**config.mk**
```make
export PLATFORM = sky130hd
export DESIGN_NAME = mac_result_drain
export DESIGN_NICKNAME = d
export VERILOG_FILES = /design/src/rtl/mac_pkg.sv /design/src/rtl/acc_saturate.sv /design/src/rtl/mac_result_drain.sv
export SDC_FILE = /design/constraint.sdc
export NUM_CORES = 1
export LEC_CHECK = 0
export BUFFER_PORTS_ARGS = -buffer_cell sky130_fd_sc_hd__buf_2
export CELL_PAD_IN_SITES_DETAIL_PLACEMENT = 0
export CELL_PAD_IN_SITES_GLOBAL_PLACEMENT = 1
export CORE_MARGIN = 1.5
export CORE_UTILIZATION = 42
export DETAILED_ROUTE_END_ITERATION = 16
export GPL_ROUTABILITY_DRIVEN = 1
export PLACE_DENSITY = 0.79
export SETUP_SLACK_MARGIN = 0.1
export SLEW_MARGIN = 20
export SYNTH_ARGS = -nofsm -noshare
export SYNTH_HDL_FRONTEND = slang
export SYNTH_HIERARCHICAL = 1
export SYNTH_SLANG_ARGS = --single-unit
```
**constraint.sdc**
```tcl
create_clock -name clk -period 15.3 [get_ports clk]
set_input_delay 3.06 -clock clk [delete_from_list [all_inputs] [get_ports clk]]
set_output_delay 3.06 -clock clk [all_outputs]
set_load 0.02 [all_outputs]
```
**src/rtl/mac_pkg.sv**
```systemverilog
// rtl/mac_pkg.sv - shared types and defaults for the MAC result drain
package mac_pkg;

    typedef enum logic [1:0] {
        IDLE,
        STREAM,
        DONE
    } drain_state_t;

    localparam int ACC_W_DEF = 32;
    localparam int OUT_W_DEF = 16;
    localparam int M_DEF     = 4;

    function automatic int beat_count(input int m);
        return m * m;
    endfunction

endpackage

```
**src/rtl/acc_saturate.sv**
```systemverilog
// rtl/acc_saturate.sv - ACC_W to OUT_W element converter
// MAC_DRAIN_SAT_EN selects signed saturation; otherwise low OUT_W bits are kept.
module acc_saturate
#(
    parameter int ACC_W = 32,
    parameter int OUT_W = 16
)(
    input  logic signed [ACC_W-1:0] acc_i,
    output logic signed [OUT_W-1:0] out_o
);

`ifdef MAC_DRAIN_SAT_EN
    localparam logic signed [ACC_W-1:0] MAX_V = {{(ACC_W-OUT_W+1){1'b0}}, {(OUT_W-1){1'b1}}};
    localparam logic signed [ACC_W-1:0] MIN_V = {{(ACC_W-OUT_W+1){1'b1}}, {(OUT_W-1){1'b0}}};

    always_comb begin
        if (acc_i > MAX_V) begin
            out_o = MAX_V[OUT_W-1:0];
        end else if (acc_i < MIN_V) begin
            out_o = MIN_V[OUT_W-1:0];
        end else begin
            out_o = acc_i[OUT_W-1:0];
        end
    end
`else
    logic unused_hi;

    // Upper accumulator bits are intentionally discarded by truncation.
    assign unused_hi = ^acc_i;
    assign out_o     = acc_i[OUT_W-1:0];
`endif

endmodule

```
**src/rtl/mac_result_drain.sv**
```systemverilog
// rtl/mac_result_drain.sv - snapshot the MxM accumulators and stream them out row-major
// Element conversion is selected by MAC_DRAIN_SAT_EN inside acc_saturate.
module mac_result_drain
    import mac_pkg::*;
#(
    parameter int ACC_W = ACC_W_DEF,
    parameter int OUT_W = OUT_W_DEF,
    parameter int M     = M_DEF
)(
    input  logic                    clk,
    input  logic                    rst,
    input  logic                    start,
    input  logic signed [ACC_W-1:0] acc [M][M],
    output logic                    busy,
    output logic                    mac_clear,
    output logic                    done,
    output logic signed [OUT_W-1:0] m_axis_tdata,
    output logic                    m_axis_tvalid,
    input  logic                    m_axis_tready,
    output logic                    m_axis_tlast
);

    localparam int BEATS = beat_count(M);
    localparam int IDX_W = (BEATS > 1) ? $clog2(BEATS) : 1;
    localparam logic [IDX_W-1:0] LAST_IDX = IDX_W'(BEATS - 1);

    drain_state_t state_q, state_d;
    logic [IDX_W-1:0] idx_q, idx_d;
    logic capture;

    // Flattened row-major snapshot, so the beat index addresses it directly.
    logic signed [ACC_W-1:0] snap_q [BEATS];
    logic signed [ACC_W-1:0] sel_acc;
    logic signed [OUT_W-1:0] conv;

    always_ff @(posedge clk) begin
        if (rst) begin
            state_q <= IDLE;
            idx_q   <= '0;
        end else begin
            state_q <= state_d;
            idx_q   <= idx_d;
        end
    end

    always_ff @(posedge clk) begin
        if (capture) begin
            for (int i = 0; i < M; i++) begin
                for (int j = 0; j < M; j++) begin
                    snap_q[i*M + j] <= acc[i][j];
                end
            end
        end
    end

    assign sel_acc = snap_q[idx_q];

    acc_saturate #(
        .ACC_W (ACC_W),
        .OUT_W (OUT_W)
    ) u_conv (
        .acc_i (sel_acc),
        .out_o (conv)
    );

    always_comb begin
        state_d       = state_q;
        idx_d         = idx_q;
        capture       = 1'b0;
        busy          = 1'b0;
        mac_clear     = 1'b0;
        done          = 1'b0;
        m_axis_tvalid = 1'b0;
        m_axis_tdata  = '0;
        m_axis_tlast  = 1'b0;
        case (state_q)
            IDLE: begin
                if (start) begin
                    capture = 1'b1;
                    idx_d   = '0;
                    state_d = STREAM;
                end
            end
            STREAM: begin
                busy          = 1'b1;
                m_axis_tvalid = 1'b1;
                m_axis_tdata  = conv;
                m_axis_tlast  = (idx_q == LAST_IDX);
                if (m_axis_tready) begin
                    if (idx_q == LAST_IDX) begin
                        idx_d   = '0;
                        state_d = DONE;
                    end else begin
                        idx_d = idx_q + IDX_W'(1);
                    end
                end
            end
            DONE: begin
                busy      = 1'b1;
                mac_clear = 1'b1;
                done      = 1'b1;
                state_d   = IDLE;
            end
            default: begin
                state_d = IDLE;
            end
        endcase
    end

endmodule

```
==> results of run 1 <==
[worst max-delay path, cell delays in order, from the launching register on]
cell	delay, ns
dfxtp_4	0.78
buf_4	0.66
mux4_2	0.60
a22oi_1	0.36
nand2_1	0.08
and2_1	0.16
buf_2	0.17
[state kept, by name, indices dropped and copies added, names as in the netlist, named ones only]
| name | cells |
|---|---|
| state_q | 2 |
| idx_q | 4 |
| snap_q | 256 |
[through the flow]
step           total power (uW)  setup slack (ns)  std cells
2_1_floorplan              1080              5.84        487
3_3_place_gp               1120              9.33       1042
3_5_place_dp               1130              9.30       1042
4_1_cts                    1800              8.69       1094
5_1_grt                    1850              8.56       1096
6_report                   1780              8.85       1104
[worst paths after layout]
kind                           start                 endpoint  slack (ns)  depth (start not counted)
max                             flop         m_axis_tdata[12]        8.85                          6
max reg2reg  state_q[0]$_SDFFE_PP0P_  snap_q[12][2]$_DFFE_PP_       11.86                          5
min            idx_q[3]$_SDFFE_PP0P_                     flop        0.51                          2
min reg2reg    idx_q[3]$_SDFFE_PP0P_                     flop        0.51                          2
[metal layers]
metal | wire, um | up-vias | global-route usage
li1 | - | 2507 | -
met1 | 10200 | 2799 | 0.254
met2 | 11600 | 266 | 0.304
met3 | 2400 | 50 | 0.0729
met4 | 795 | 10 | 0.0669
met5 | 68 | - | 0
[cells in the final DEF, fill, tap and decap left out, types with 4 or more instances in the layout]
master and count:
and2_1 17, a22oi_1 32, buf_4 5, nor2_1 6, edfxtp_1 256, buf_2 280, ha_1 4, diode_2 10
clkbuf_16 28, clkbuf_8 5, dfxtp_1 8, clkbuf_1 12, clkinv_2 4, mux4_2 64, nand2_1 19
[cell type report]
| cell class | count | area [um^2] | area share |
|---|---|---|---|
| sequential | 266 | 7900 | 0.617 |
| clock buffer | 45 | 815 | 0.0637 |
| inverter | 3 | 11.3 | 0.000881 |
| antenna | 10 | 25.0 | 0.00196 |
| multi-input combinational | 164 | 2090 | 0.163 |
| clock inverter | 7 | 110 | 0.00861 |
| timing repair buffer | 285 | 1440 | 0.113 |
| tap | 324 | 405 | 0.0317 |
[power breakdown]
| part | leakage, uW | internal, uW | switching, uW |
|---|---|---|---|
| Combinational | 0.00173 | 90.8 | 100 |
| Sequential | 0.00254 | 895 | 28.6 |
| Clock | 0.000451 | 398 | 270 |
==> results.sh, run 1 <==
export IMPL_grt_max_degree=79
export IMPL_clk_latency_ns=0.56
export IMPL_cts_inserted_buffers=28
export IMPL_viasPerCell=5.10
export IMPL_routedWlPerCell_um=22.7
export IMPL_path_clk_slew_ns=0.06
export IMPL_peakVddDrop_uv=105
export IMPL_cts_max_level=1
export IMPL_min_path_type="reg2reg"
export IMPL_holdWs_ns=0.509
export IMPL_fin_tns_setup_ns=0
export IMPL_die_w_um=159
export IMPL_worst_pin_slew_ns=1.02
export IMPL_clockBufferDepth=3
export IMPL_cts_tree="built"
export IMPL_dr_first_iter_drc_count=429
export IMPL_setup_violations_final=0
export IMPL_area_delta_synth_final_pct=24.3
export IMPL_coreArea_um2=24200
export IMPL_drc=0
export IMPL_postCtsHoldBufs=0
export IMPL_finalHoldViolCount=0
export IMPL_path_max_fanout=33
export IMPL_num_fill_cells=1928
export IMPL_avgSynthCellArea_um2=21.1
export IMPL_max_slew_margin=0.318
export IMPL_worstSetupEndpointType="primary output"
export IMPL_drive_above_1_share=0.512
export IMPL_grt_pass1_vias=5990
export IMPL_start_util=0.425
export IMPL_start_kind="flop"
export IMPL_power_density_nw_per_um2=139
export IMPL_slew_violations=0
export IMPL_cellLeakagePower_uw=0.00472
export IMPL_drtPass1Iterations=5
export IMPL_dpl_cell_area_um2=11800
export IMPL_yosys_warnings=6
export IMPL_rsz0062_at_grt="no"
export IMPL_finalClockSkew_ns=0.0355
export IMPL_fin_area_um2=12800
export IMPL_post_cts_buffers=0
export IMPL_max_freq_mhz=155
export IMPL_post_route_min_period_ns=6.45
export IMPL_detail_route_antenna_nets=0
export IMPL_syn_area_um2=10300
export IMPL_portBuffers=280
export IMPL_root_buffer="clkbuf_16"
export IMPL_drt_wl_total_um=25100
export IMPL_hpwl_um=18100
export IMPL_finalCritPeriodShare=0.421
export IMPL_layout_nets=1268
export IMPL_grt_pass1_wl_um=36600
export IMPL_globalplace_congestion=0.811
export IMPL_critPathArrivalTime_ns=3.39
export IMPL_crit_type="reg2out"
export IMPL_die_h_um=159
export IMPL_die_area_um2=25400
export IMPL_fin_util=0.529
export IMPL_required_ns=12.24
export IMPL_cts_sinks=266
export IMPL_syn_nets=1007
export IMPL_ios=537
export IMPL_rows=57
export IMPL_vias=5632
export IMPL_gr_usage_all_layers=0.195
export IMPL_drv_cap=0
export IMPL_cts_resized=0
export IMPL_synthesis_instances=487
export IMPL_status="complete, no violations"
export IMPL_grt_overflow=0
export IMPL_antenna_found_initial=15
No activity file was read; power rests on OpenSTA's default activity.
==> run 2, diff against run 1 <==
- clock period: 15.3 -> 5.9 ns (I/O delays scaled with it)
==> run 2 against run 1 <==
Clock skew fell by 0.021 ns. Register-to-register slack got worse by 8.3 ns. Wire length rose by 0.15%. Global-route usage rose by 0.17 points. Critical path depth did not move. Cell area fell by 0.38%. Largest cell class unchanged. Sequential share of layout area rose by 0.24 points. Sequential cell count did not move.
==> results.sh, run 2 (same netlist as run 1, synthesis figures left out) <==
export IMPL_dp_cells=1042
export IMPL_layout_common_cells="280 x buf_2, 256 x edfxtp_1, 64 x mux4_2"
export IMPL_reg_largest_list="snap_q (256), idx_q (4), state_q (2)"
export IMPL_worstSetupEndpointType="primary output"
export IMPL_globalplace_congestion=0.804
export IMPL_cellLeakagePower_uw=0.00469
export IMPL_root_buffer="clkbuf_16"
export IMPL_status="complete, no violations"
export IMPL_clockBufferDepth=3
export IMPL_drc=0
export IMPL_post_cts_buffers=0
export IMPL_min_path_type="reg2reg"
export IMPL_die_h_um=159
export IMPL_critical_path_max_stage_delay_ns=0.89
export IMPL_top_layer_used="met5"
export IMPL_viasPerCell=5.08
export IMPL_finalHoldViolCount=0
export IMPL_ios=537
export IMPL_cts_tree="built"
export IMPL_layout_nets=1270
export IMPL_portBuffers=280
export IMPL_routedWlPerCell_um=22.8
export IMPL_regMostFlops="snap_q"
export IMPL_dr_wl_met2_um=12000
export IMPL_start_util=0.425
export IMPL_path_clk_slew_ns=0.06
export IMPL_drive_above_1_share=0.507
export IMPL_final_setup_worst_slack_ns=1.66
export IMPL_cts_max_level=1
export IMPL_slew_violations=0
export IMPL_grt_overflow=0
export IMPL_finalClockSkew_ns=0.0143
export IMPL_layout_commonest_cell="buf_2"
export IMPL_detail_route_antenna_nets=0
export IMPL_cts_sinks=266
export IMPL_wl_met3_um=2370
export IMPL_drt_wl_total_um=25100
export IMPL_dr_first_iter_drc_count=419
export IMPL_setup_violations_final=0
export IMPL_post_route_min_period_ns=4.24
export IMPL_drv_cap=0
export IMPL_fin_tns_setup_ns=0
export IMPL_peakVddDrop_uv=262
export IMPL_max_freq_mhz=236
export IMPL_critPathArrivalTime_ns=3.06
export IMPL_antenna_found_initial=16
export IMPL_worst_pin_slew_ns=1.04
export IMPL_m1WireLength_um=10000
export IMPL_gr_usage_all_layers=0.197
export IMPL_drtPass1Iterations=5
export IMPL_start_kind="flop"
export IMPL_finalCritPeriodShare=0.718
export IMPL_postCtsHoldBufs=0
export IMPL_num_fill_cells=1938
export IMPL_area_delta_synth_final_pct=23.8
export IMPL_path_max_fanout=38
export IMPL_fin_util=0.527
export IMPL_clk_latency_ns=0.55
export IMPL_grt_pass1_vias=6066
export IMPL_required_ns=4.72
export IMPL_cts_resized=0
export IMPL_max_slew_margin=0.306
export IMPL_coreArea_um2=24200
export IMPL_hpwl_um=17800
export IMPL_cts_inserted_buffers=29
export IMPL_path_cells="buf_12 > mux4_2 > a22oi_1 > nand2_1 > and2_1 > buf_2"
export IMPL_cpMaxStageDelayCell="dfxtp_4"
export IMPL_grt_max_degree=92
export IMPL_rsz0062_at_grt="no"
export IMPL_place_ws_ns=2.15
export IMPL_vias=5596
export IMPL_die_area_um2=25400
export IMPL_die_w_um=159
export IMPL_instances_no_fill=1102
export IMPL_power_total_uw=4500
export IMPL_power_density_nw_per_um2=353
export IMPL_crit_type="reg2out"
export IMPL_rows=57
export IMPL_largest_reg_flops=256
export IMPL_grt_pass1_wl_um=36800
## run 2: cell count changes in the layout (fill, tap and decap cells not counted), moves of 2 or more
cell	change
clkbuf_1	-6
bufinv_16	-2
buf_12	+3
clkbuf_8	-5
clkinv_1	+9
buf_4	-2
## run 2: worst paths after layout
kind	from	to	slack [ns]	cells past startpoint
max	flop	m_axis_tdata[8]	1.66	6
min	idx_q[0]$_SDFFE_PP0P_	flop	0.52	2
max reg2reg	state_q[0]$_SDFFE_PP0P_	snap_q[1][6]$_DFFE_PP_	3.54	5
min reg2reg	idx_q[0]$_SDFFE_PP0P_	flop	0.52	2
## run 2: final cells by class
class,count,area [um^2],area share
antenna,9,22.5,0.00177
clock buffer,35,748,0.0587
clock inverter,15,85.1,0.00668
inverter,3,11.3,0.000884
multi-input combinational,164,2090,0.164
sequential,266,7900,0.620
tap,324,405,0.0318
timing repair buffer,286,1480,0.116
## run 2: critical path, delay by kind of cell, from the launching register on
family / cells / cell delay, ns
AO/OA/AOI/OAI: 1 / 0.30
buffers and inverters: 2 / 0.48
flip-flops: 1 / 0.89
multiplexers: 1 / 0.56
AND/OR/NAND/NOR: 2 / 0.24
## run 2: power by group
part / internal [uW] / leakage, uW / switching [uW] / total (uW)
Sequential: 2320 / 0.00254 / 78.8 / 2400
Combinational: 245 / 0.00174 / 258 / 504
Clock: 898 / 0.000405 / 697 / 1590
Total: 3460 / 0.00469 / 1030 / 4500
## run 2: routing by layer
layer | track usage | vias up
met3 | 0.0709 | 52
met5 | 0 | -
met1 | 0.249 | 2755
met2 | 0.320 | 259
met4 | 0.0596 | 10
li1 | - | 2520
## run 2: metrics by stage
step                      instance area (um^2)  hold WS (ns)
after floorplan                          10300         0.464
after global placement                   11900         0.478
after detailed placement                 11900         0.496
after CTS                                12700         0.513
after global routing                     12700         0.555
final                                    12700         0.520
==> run 3, diff against run 2 <==
- ABC_AREA: unset -> 1
- CORE_UTILIZATION: 42 -> 43
- PLACE_DENSITY: 0.79 -> 0.83
- clock period: 5.9 -> 4.1 ns (I/O delays scaled with it)
==> run 3 against run 2 <==
Non-clock buffer count grew 3. Critical path depth grew 3. Synthesized cell count increased by 140%. Setup slack got worse by 1.1 ns. Area after synthesis up 16%. Clock-buffer cell count up 8. Via count grew 48%. Sequential share of layout area decreased by 6.0 points. Cell area up 11%. Worst hold slack got worse by 0.085 ns. Sequential power up 42%.
==> results.sh, run 3 <==
export IMPL_status="complete, no violations"
export IMPL_required_ns=3.28
export IMPL_min_path_type="in2reg"
export IMPL_peakVddDrop_uv=368
export IMPL_yosys_warnings=6
export IMPL_grt_pass1_vias=7839
export IMPL_layout_nets=1912
export IMPL_die_h_um=170
export IMPL_cts_tree="built"
export IMPL_holdWs_ns=0.435
export IMPL_avgSynthCellArea_um2=10.1
export IMPL_drc=0
export IMPL_gr_usage_all_layers=0.210
export IMPL_holdPathStages=1
export IMPL_critical_path_max_stage_delay_ns=0.65
export IMPL_postCtsHoldBufs=0
export IMPL_finalCritPeriodShare=0.868
export IMPL_layout_commonest_cell="nand2_1"
export IMPL_finalHoldViolCount=0
export IMPL_hold_end="snap_q[1][13]$_DFFE_PP_"
export IMPL_cpLargestDelayFamily="buffers and inverters"
export IMPL_cts_inserted_buffers=29
export IMPL_max_freq_mhz=281
export IMPL_detail_route_antenna_nets=0
export IMPL_die_area_um2=28800
export IMPL_worst_pin_slew_ns=1.04
export IMPL_worstSetupEndpointType="primary output"
export IMPL_crit_type="reg2out"
export IMPL_cp_num_buf_inv=3
export IMPL_dr_first_iter_drc_count=645
export IMPL_vias=8276
export IMPL_rows=60
export IMPL_layout_common_cells="367 x nand2_1, 280 x buf_2, 256 x edfxtp_1"
export IMPL_reg2reg_slack_ns=2.00
export IMPL_max_slew_margin=0.305
export IMPL_clockBufferDepth=3
export IMPL_cts_resized=0
export IMPL_coreArea_um2=27100
export IMPL_drv_cap=0
export IMPL_viasPerCell=4.63
export IMPL_r2r_worst_path_cells=5
export IMPL_rsz0062_at_grt="no"
export IMPL_start_kind="flop"
export IMPL_portBuffers=280
export IMPL_final_setup_worst_slack_ns=0.540
export IMPL_ios=537
export IMPL_cts_sinks=266
export IMPL_hold_start="acc[461]"
export IMPL_cts_max_level=1
export IMPL_start_util=0.441
export IMPL_routedWlPerCell_um=17.1
export IMPL_path_clk_slew_ns=0.06
export IMPL_syn_area_um2=11900
export IMPL_drtPass1Iterations=5
export IMPL_drt_wl_total_um=30600
export IMPL_grt_max_degree=137
export IMPL_synthesis_instances=1179
export IMPL_antenna_found_initial=7
export IMPL_clk_latency_ns=0.56
export IMPL_grt_pass1_wl_um=44800
export IMPL_regMostFlops="snap_q"
export IMPL_setup_violations_final=0
export IMPL_path_cells="inv_6 > nand2_1 > nand3_1 > nand3_1 > nand3_1 > nand2_1 > nand2_1 > inv_1 > buf_2"
export IMPL_finalClockSkew_ns=0.0127
export IMPL_drive_above_1_share=0.236
export IMPL_r2r_start="state_q[0]$_SDFFE_PP0P_"
export IMPL_critPathArrivalTime_ns=2.74
export IMPL_worstReg2RegEnd="snap_q[2][8]$_DFFE_PP_"
export IMPL_grt_overflow=0
export IMPL_area_delta_synth_final_pct=18.1
export IMPL_dp_cells=1733
export IMPL_reg_largest_list="snap_q (256), idx_q (4), state_q (2)"
export IMPL_globalplace_congestion=0.806
export IMPL_power_density_nw_per_um2=487
export IMPL_syn_nets=1699
export IMPL_cpMaxStageDelayCell="inv_6"
export IMPL_die_w_um=170
export IMPL_slew_violations=0
export IMPL_hpwl_um=21100
export IMPL_path_max_fanout=128
export IMPL_root_buffer="clkbuf_16"
export IMPL_post_route_min_period_ns=3.56
export IMPL_largest_reg_flops=256
export IMPL_instances_no_fill=1789
export IMPL_cellLeakagePower_uw=0.00667
export IMPL_post_cts_buffers=0
export IMPL_place_ws_ns=1.13
==> run 3: worst register-to-register path, stage by stage (launching register included) <==
cell and delay, ns:
dfxtp_1 0.33, inv_1 0.08, ha_1 0.32, nand2_8 0.07
clkinvlp_4 0.29, buf_12 0.54
==> run 3: worst max path at each step <==
stage | startpoint | endpoint | slack [ns] | cells past startpoint
2_1_floorplan | start | snap_q[0][0]$_DFFE_PP_ | -0.98 | 2
3_3_place_gp | flop | m_axis_tdata[13] | 1.12 | 10
3_5_place_dp | flop | m_axis_tdata[13] | 1.13 | 10
4_1_cts | flop | m_axis_tdata[13] | 0.52 | 10
5_1_grt | flop | m_axis_tdata[13] | 0.29 | 10
6_report | flop | m_axis_tdata[4] | 0.54 | 9
==> run 3: final cells by class <==
cell class,count,area [um^2]
fill,2495,13000
sequential,266,7890
multi-input combinational,584,2500
timing repair buffer,289,1510
inverter,222,842
clock buffer,43,798
tap,372,465
clock inverter,8,81.3
antenna,5,12.5
==> run 3: power by group <==
part	switching, uW	leakage [uW]	internal [uW]
clock network	1030	0.000426	1410
logic	709	0.00370	328
registers	68.9	0.00255	3330
==> run 3: per-layer routing <==
layer  track usage  share of wire  vias up
li1              -              -     4133
met2         0.342           0.46      321
met1         0.280           0.43     3774
met4        0.0558          0.024        4
met3        0.0555          0.090       44
met5             0        0.00088        -
==> run 3: stage by stage <==
| stage | area [um^2] | TNS, ns | util | power [uW] |
|---|---|---|---|---|
| floorplan | 12000 | -250.09 | - | 4280 |
| global placement | 13200 | 0 | 0.487 | 4480 |
| detailed placement | 13200 | 0 | 0.487 | 4500 |
| CTS | 14100 | 0 | 0.520 | 6950 |
| global route | 14100 | 0 | 0.520 | 7170 |
| finish | 14100 | 0 | 0.520 | 6870 |
